$ cat config.mk
export PLATFORM = sky130hd
export DESIGN_NAME = pipelined_add_sub_flat
export DESIGN_NICKNAME = d
export VERILOG_FILES = /design/src/rtl/pipelined_add_sub_if.sv /design/src/rtl/pipelined_add_sub.sv /design/src/flat_wrapper.sv
export SDC_FILE = /design/constraint.sdc
export NUM_CORES = 1
export LEC_CHECK = 0
export CAP_MARGIN = 5
export CELL_PAD_IN_SITES_DETAIL_PLACEMENT = 1
export CELL_PAD_IN_SITES_GLOBAL_PLACEMENT = 1
export CORE_MARGIN = 2
export CORE_UTILIZATION = 30
export CTS_CLUSTER_DIAMETER = 80
export CTS_CLUSTER_SIZE = 40
export DETAILED_ROUTE_END_ITERATION = 7
export HOLD_SLACK_MARGIN = 0.12
export PLACE_DENSITY = 0.59
export SYNTH_ARGS = -nofsm -noshare
export SYNTH_HDL_FRONTEND = slang
export SYNTH_SLANG_ARGS = --single-unit
$ cat constraint.sdc
create_clock -name clk -period 9.6 [get_ports clk]
set_input_delay 0.96 -clock clk [delete_from_list [all_inputs] [get_ports clk]]
set_output_delay 0.96 -clock clk [all_outputs]
set_load 0.1 [all_outputs]
$ cat src/rtl/pipelined_add_sub_if.sv
// Operand/result handshake bundle for pipelined_add_sub.
// The producer/consumer side takes master; the adder takes slave.
interface pipelined_add_sub_if #(
  parameter int WIDTH = 16
);
  logic             in_valid;
  logic             in_ready;
  logic [WIDTH-1:0] A;
  logic [WIDTH-1:0] B;
  logic             Cin;
  logic             sub;
  logic             out_valid;
  logic             out_ready;
  logic [WIDTH-1:0] Sum;
  logic             Cout;
  logic             Ovf;
  logic             Zero;

  modport master (
    output in_valid, A, B, Cin, sub, out_ready,
    input  in_ready, out_valid, Sum, Cout, Ovf, Zero
  );

  modport slave (
    input  in_valid, A, B, Cin, sub, out_ready,
    output in_ready, out_valid, Sum, Cout, Ovf, Zero
  );
endinterface

$ cat src/rtl/pipelined_add_sub.sv
// Two's-complement adder/subtractor whose carry chain is split into STAGES
// registered chunks, with a single global enable driven by output backpressure.
module pipelined_add_sub #(
  parameter int WIDTH  = 16,
  parameter int STAGES = 4
) (
  input logic              clk,
  input logic              rst,
  pipelined_add_sub_if.slave bus
);
  localparam int CHUNK = WIDTH / STAGES;
  localparam int LAST  = STAGES - 1;

  logic             adv;

  logic [WIDTH-1:0] a_r   [STAGES];
  logic [WIDTH-1:0] b_r   [STAGES];
  logic [WIDTH-1:0] s_r   [STAGES];
  logic             c_r   [STAGES];
  logic             v_r   [STAGES];

  logic [WIDTH-1:0] a_src [STAGES];
  logic [WIDTH-1:0] b_src [STAGES];
  logic [WIDTH-1:0] s_src [STAGES];
  logic             c_src [STAGES];
  logic             v_src [STAGES];
  logic [WIDTH-1:0] s_nxt [STAGES];
  logic             c_nxt [STAGES];

  logic [CHUNK:0]   part;
  logic             ovf_nxt;
  logic             zero_nxt;
  logic             ovf_r;
  logic             zero_r;

  assign adv           = !v_r[LAST] || bus.out_ready;
  assign bus.in_ready  = adv;
  assign bus.out_valid = v_r[LAST];
  assign bus.Sum       = s_r[LAST];
  assign bus.Cout      = c_r[LAST];
  assign bus.Ovf       = ovf_r;
  assign bus.Zero      = zero_r;

  // Stage 0 sees the live operands (B inverted and carry forced for subtract);
  // later stages see the skewed operands and partial sum of the stage before.
  always_comb begin
    part     = '0;
    a_src[0] = bus.A;
    b_src[0] = bus.sub ? ~bus.B : bus.B;
    s_src[0] = '0;
    c_src[0] = bus.sub ? 1'b1 : bus.Cin;
    v_src[0] = bus.in_valid;
    for (int k = 1; k < STAGES; k++) begin
      a_src[k] = a_r[k-1];
      b_src[k] = b_r[k-1];
      s_src[k] = s_r[k-1];
      c_src[k] = c_r[k-1];
      v_src[k] = v_r[k-1];
    end
    for (int k = 0; k < STAGES; k++) begin
      part = {1'b0, a_src[k][k*CHUNK +: CHUNK]}
           + {1'b0, b_src[k][k*CHUNK +: CHUNK]}
           + (CHUNK+1)'(c_src[k]);
      s_nxt[k] = s_src[k];
      s_nxt[k][k*CHUNK +: CHUNK] = part[CHUNK-1:0];
      c_nxt[k] = part[CHUNK];
    end
    ovf_nxt  = (a_src[LAST][WIDTH-1] == b_src[LAST][WIDTH-1]) &&
               (s_nxt[LAST][WIDTH-1] != a_src[LAST][WIDTH-1]);
    zero_nxt = (s_nxt[LAST] == '0);
  end

  // Flags are registered with the final chunk so they clear on reset and
  // hold along with Sum while the consumer stalls.
  always_ff @(posedge clk) begin
    if (rst) begin
      for (int k = 0; k < STAGES; k++) begin
        a_r[k] <= '0;
        b_r[k] <= '0;
        s_r[k] <= '0;
        c_r[k] <= 1'b0;
        v_r[k] <= 1'b0;
      end
      ovf_r  <= 1'b0;
      zero_r <= 1'b0;
    end else if (adv) begin
      for (int k = 0; k < STAGES; k++) begin
        a_r[k] <= a_src[k];
        b_r[k] <= b_src[k];
        s_r[k] <= s_nxt[k];
        c_r[k] <= c_nxt[k];
        v_r[k] <= v_src[k];
      end
      ovf_r  <= ovf_nxt;
      zero_r <= zero_nxt;
    end
  end
endmodule

$ cat src/flat_wrapper.sv
// flat-port wrapper written by rule: the top's interface ports become plain ports
module pipelined_add_sub_flat 
#(
  parameter int WIDTH  = 16,
  parameter int STAGES = 4
)
  (clk, rst, bus_in_valid, bus_A, bus_B, bus_Cin, bus_sub, bus_out_ready, bus_in_ready, bus_out_valid, bus_Sum, bus_Cout, bus_Ovf, bus_Zero);
  pipelined_add_sub_if #(.WIDTH(WIDTH)) bus_i ();
  input logic clk;
  input logic rst;
  input wire logic [$bits(bus_i.in_valid)-1:0] bus_in_valid;
  input wire logic [$bits(bus_i.A)-1:0] bus_A;
  input wire logic [$bits(bus_i.B)-1:0] bus_B;
  input wire logic [$bits(bus_i.Cin)-1:0] bus_Cin;
  input wire logic [$bits(bus_i.sub)-1:0] bus_sub;
  input wire logic [$bits(bus_i.out_ready)-1:0] bus_out_ready;
  output wire logic [$bits(bus_i.in_ready)-1:0] bus_in_ready;
  output wire logic [$bits(bus_i.out_valid)-1:0] bus_out_valid;
  output wire logic [$bits(bus_i.Sum)-1:0] bus_Sum;
  output wire logic [$bits(bus_i.Cout)-1:0] bus_Cout;
  output wire logic [$bits(bus_i.Ovf)-1:0] bus_Ovf;
  output wire logic [$bits(bus_i.Zero)-1:0] bus_Zero;
  assign bus_i.in_valid = bus_in_valid;
  assign bus_i.A = bus_A;
  assign bus_i.B = bus_B;
  assign bus_i.Cin = bus_Cin;
  assign bus_i.sub = bus_sub;
  assign bus_i.out_ready = bus_out_ready;
  assign bus_in_ready = bus_i.in_ready;
  assign bus_out_valid = bus_i.out_valid;
  assign bus_Sum = bus_i.Sum;
  assign bus_Cout = bus_i.Cout;
  assign bus_Ovf = bus_i.Ovf;
  assign bus_Zero = bus_i.Zero;
  pipelined_add_sub #(.WIDTH(WIDTH), .STAGES(STAGES)) u_core (.clk(clk), .rst(rst), .bus(bus_i));
endmodule
==> flow_summary.json <==
{
  "clock_latency_ps": 330,
  "routed_wirelength_mm": 6.928,
  "fmax_ghz": 0.2720,
  "netSwitchingPower_w": 0.0002287,
  "cts_tree": "built",
  "fin_setup_tns_ps": 0,
  "netlist_area_mm2": 0.004328,
  "outcome": "finished, final reports clean",
  "gp_congestion": 0.7472,
  "areaGrowthSynthToFinish_pct": 23.59,
  "maxCapViolCount": 0,
  "num_antenna_cells": 0,
  "start_util": 0.3094,
  "dieHeight_um": 124.1,
  "vdd_ir_drop_max_mv": 0.09333,
  "synth_seq_cells": 98,
  "critPathMaxFanout": 7,
  "coreArea_mm2": 0.01399,
  "dp_hpwl_mm": 4.696,
  "synth_top_area_cell": "edfxtp_1",
  "cts_root_buffer": "clkbuf_16",
  "pwr_density_cell_mw_per_mm2": 178.8,
  "drt-initial-drc-count": 152,
  "worst-setup-path-type": "primary input to output pin",
  "vias": 2226,
  "path_clk_slew_ps": 60,
  "power_frac_seq": 0.537,
  "wl_per_cell_um": 12.85,
  "timing.final.crit_period_ps": 3676,
  "relSlewSlack": 0.3468,
  "ant_nets": 0,
  "holdWs_ps": 516.7,
  "crit_path_start_kind": "primary input",
  "rsz0062_at_grt": "no",
  "switching_share": 0.2392,
  "synth.distinct_cells": 31,
  "setup_viol": 0,
  "maxSlewViolCount": 0,
  "drtPass1Iterations": 4,
  "crit_required_ps": 8640,
  "die_w_um": 124.1,
  "worst_slew_pin_slew_ps": 976.7,
  "synth_top_area_share": 0.6661,
  "clockPowerShare": 0.331,
  "fin_skew_ps": 4.001,
  "clock_path_buffers": 2,
  "via_per_inst": 4.130,
  "grt_pass1_vias": 2358,
  "power.static_leakage_nw": 2.141,
  "synth_cells": 295,
  "grt_max_degree": 73,
  "ioPinCount": 59,
  "comb_power_share": 0.132,
  "grt_pass1_wl_mm": 11.45,
  "min_path_type": "flop to flop",
  "row_count": 43,
  "postCtsSetupBuffers": 0,
  "p_int_w": 0.0007274,
  "cp.arrival_ps": 2720,
  "endpoint_kind": "output pin",
  "avgSynthCellArea_um2": 14.67,
  "grt_use_total": 0.09814,
  "hold_viol_final": 0,
  "drc": 0,
  "nets": 412,
  "cts.hold.buffers_added": 0,
  "grt_antenna_before_repair": 0,
  "finalCritPeriodShare": 0.3829,
  "port_buffers": 58,
  "cts.sinks": 98,
  "grt_overflow_total": 0,
  "yosys-top-cells-area": "edfxtp_1, and2_1, fa_1, xnor2_1, ha_1",
  "cts_max_level": 3,
  "dieArea_mm2": 0.01540,
  "yosys_warnings": 0,
  "ys_seq_area_frac": 0.6753,
  "syn-num-nets": 353,
  "drive_gt1_frac": 0.05571,
  "finalPower_w": 0.0009561,
  "numCtsBuffers": 9,
  "cts-resized-gates": 0
}
[layout by cell type (no fill, tap or decap)]
| master | Yosys | routed |
|---|---|---|
| o41ai_1 | 1 | 1 |
| nor4_1 | 3 | 3 |
| nand4_1 | 1 | 1 |
| xnor2_1 | 18 | 18 |
| clkinvlp_4 | 0 | 1 |
| clkbuf_16 | 0 | 9 |
| a21oi_1 | 5 | 5 |
| buf_4 | 1 | 2 |
| ha_1 | 12 | 12 |
| nor2b_4 | 1 | 1 |
| nand2b_4 | 0 | 1 |
| nand3b_1 | 2 | 2 |
| dfxtp_1 | 2 | 2 |
| nor2_4 | 0 | 1 |
| nor3_1 | 2 | 2 |
| nor2_1 | 25 | 25 |
| nor3b_1 | 2 | 2 |
| o21ai_0 | 2 | 2 |
| clkinv_2 | 0 | 2 |
| clkdlybuf4s50_1 | 0 | 58 |
| fa_1 | 8 | 8 |
| nand2_1 | 5 | 5 |
| and2_1 | 71 | 71 |
| o31ai_2 | 1 | 1 |
| nor2b_1 | 2 | 2 |
| or2_1 | 1 | 1 |
| clkbuf_1 | 0 | 1 |
| a21o_1 | 4 | 4 |
| xor2_1 | 5 | 5 |
| clkinv_4 | 0 | 1 |
| a21boi_0 | 2 | 2 |
| edfxtp_1 | 96 | 96 |
| a21oi_4 | 1 | 1 |
| inv_1 | 9 | 9 |
| clkinv_1 | 0 | 2 |
[stage by stage]
stage               setup slack, ps    util  instances  cell area, um2
CTS                            5916  0.3824        539            5349
global route                   5878  0.3824        539            5349
detailed placement             5919  0.3636        523            5086
floorplan                      5793       -        295            4328
finish                         5924  0.3824        539            5349
global placement               5924  0.3636        523            5086
[per-layer routing]
layer / up-vias / track usage / part of all wire
met3: 5 / 0.02793 / 0.047
li1: 1133 / - / -
met1: 1035 / 0.1299 / 0.48
met2: 53 / 0.1527 / 0.47
met4: 0 / 0.03792 / 0.012
met5: - / 0 / 0
[worst max-delay path: stages]
cell and delay, ps:
clkdlybuf4s50_1 500, nor2b_4 80, inv_1 50, clkdlybuf4s50_1 1120
[registers in the layout, indices dropped and copies added, names as in the netlist]
name,cells
u_core.s_r,40
u_core.b_r,24
u_core.a_r,24
u_core.v_r,4
u_core.bus.Ovf,1
u_core.c_r,4
u_core.bus.Zero,1
[final cells by class]
type | instances | area, um2
timing repair buffer | 60 | 595.6
fill | 1469 | 8640
sequential | 98 | 2923
inverter | 9 | 33.78
clock buffer | 10 | 229.0
tap | 180 | 225.2
clock inverter | 6 | 33.78
multi-input combinational | 176 | 1309
[power by group through the flow]
stage / clock [W] / combinational (W) / sequential (W)
after global routing: 0.000344 / 0.000139 / 0.000517
final: 0.000316 / 0.000127 / 0.000513
after global placement: 0 / 0.000126 / 0.000522
after detailed placement: 0 / 0.000128 / 0.000523
after CTS: 0.000329 / 0.000129 / 0.000514
after floorplan: 0 / 0.0000539 / 0.000557
[cell families after synthesis]
| family | count (synthesis) | share of synthesized area |
|---|---|---|
| AO/OA/AOI/OAI | 16 | 0.02717 |
| XOR/XNOR | 23 | 0.04654 |
| adder cells (fa/ha/maj) | 20 | 0.07170 |
| buffers and inverters | 21 | 0.02515 |
| flip-flops | 98 | 0.6753 |
| AND/OR/NAND/NOR | 117 | 0.1541 |
[synthesized netlist by cell type]
cell      count
nor3b_1       2
o31ai_2       1
edfxtp_1     96
xor2_1        5
o41ai_1       1
ha_1         12
nand2_1       5
a21oi_4       1
fa_1          8
buf_2         2
a21boi_0      2
nand3b_1      2
o21ai_0       2
nand4_1       1
a21oi_1       5
nor4_1        3
nor3_1        2
nor2_2        1
and2_1       71
buf_4         1
a21o_1        4
buf_6         2
nor2b_1       2
inv_1         9
or2_1         1
xnor2_1      18
nand2b_1      1
clkbuf_2      7
nor2b_4       1
dfxtp_1       2
nor2_1       25
[worst paths after layout]
kind / start / end / slack (ps) / cells after the start
hold / removal: u_core.s_r[0][18] / u_core.s_r[0][34] / 520 / 1
setup / recovery: bus_out_ready / bus_in_ready / 5920 / 4
hold reg to reg: u_core.s_r[0][18] / u_core.s_r[0][34] / 520 / 1
setup reg to reg: u_core.a_r[0][44] / u_core.bus.Zero / 7480 / 5
Power figures use the tool's default switching activity.
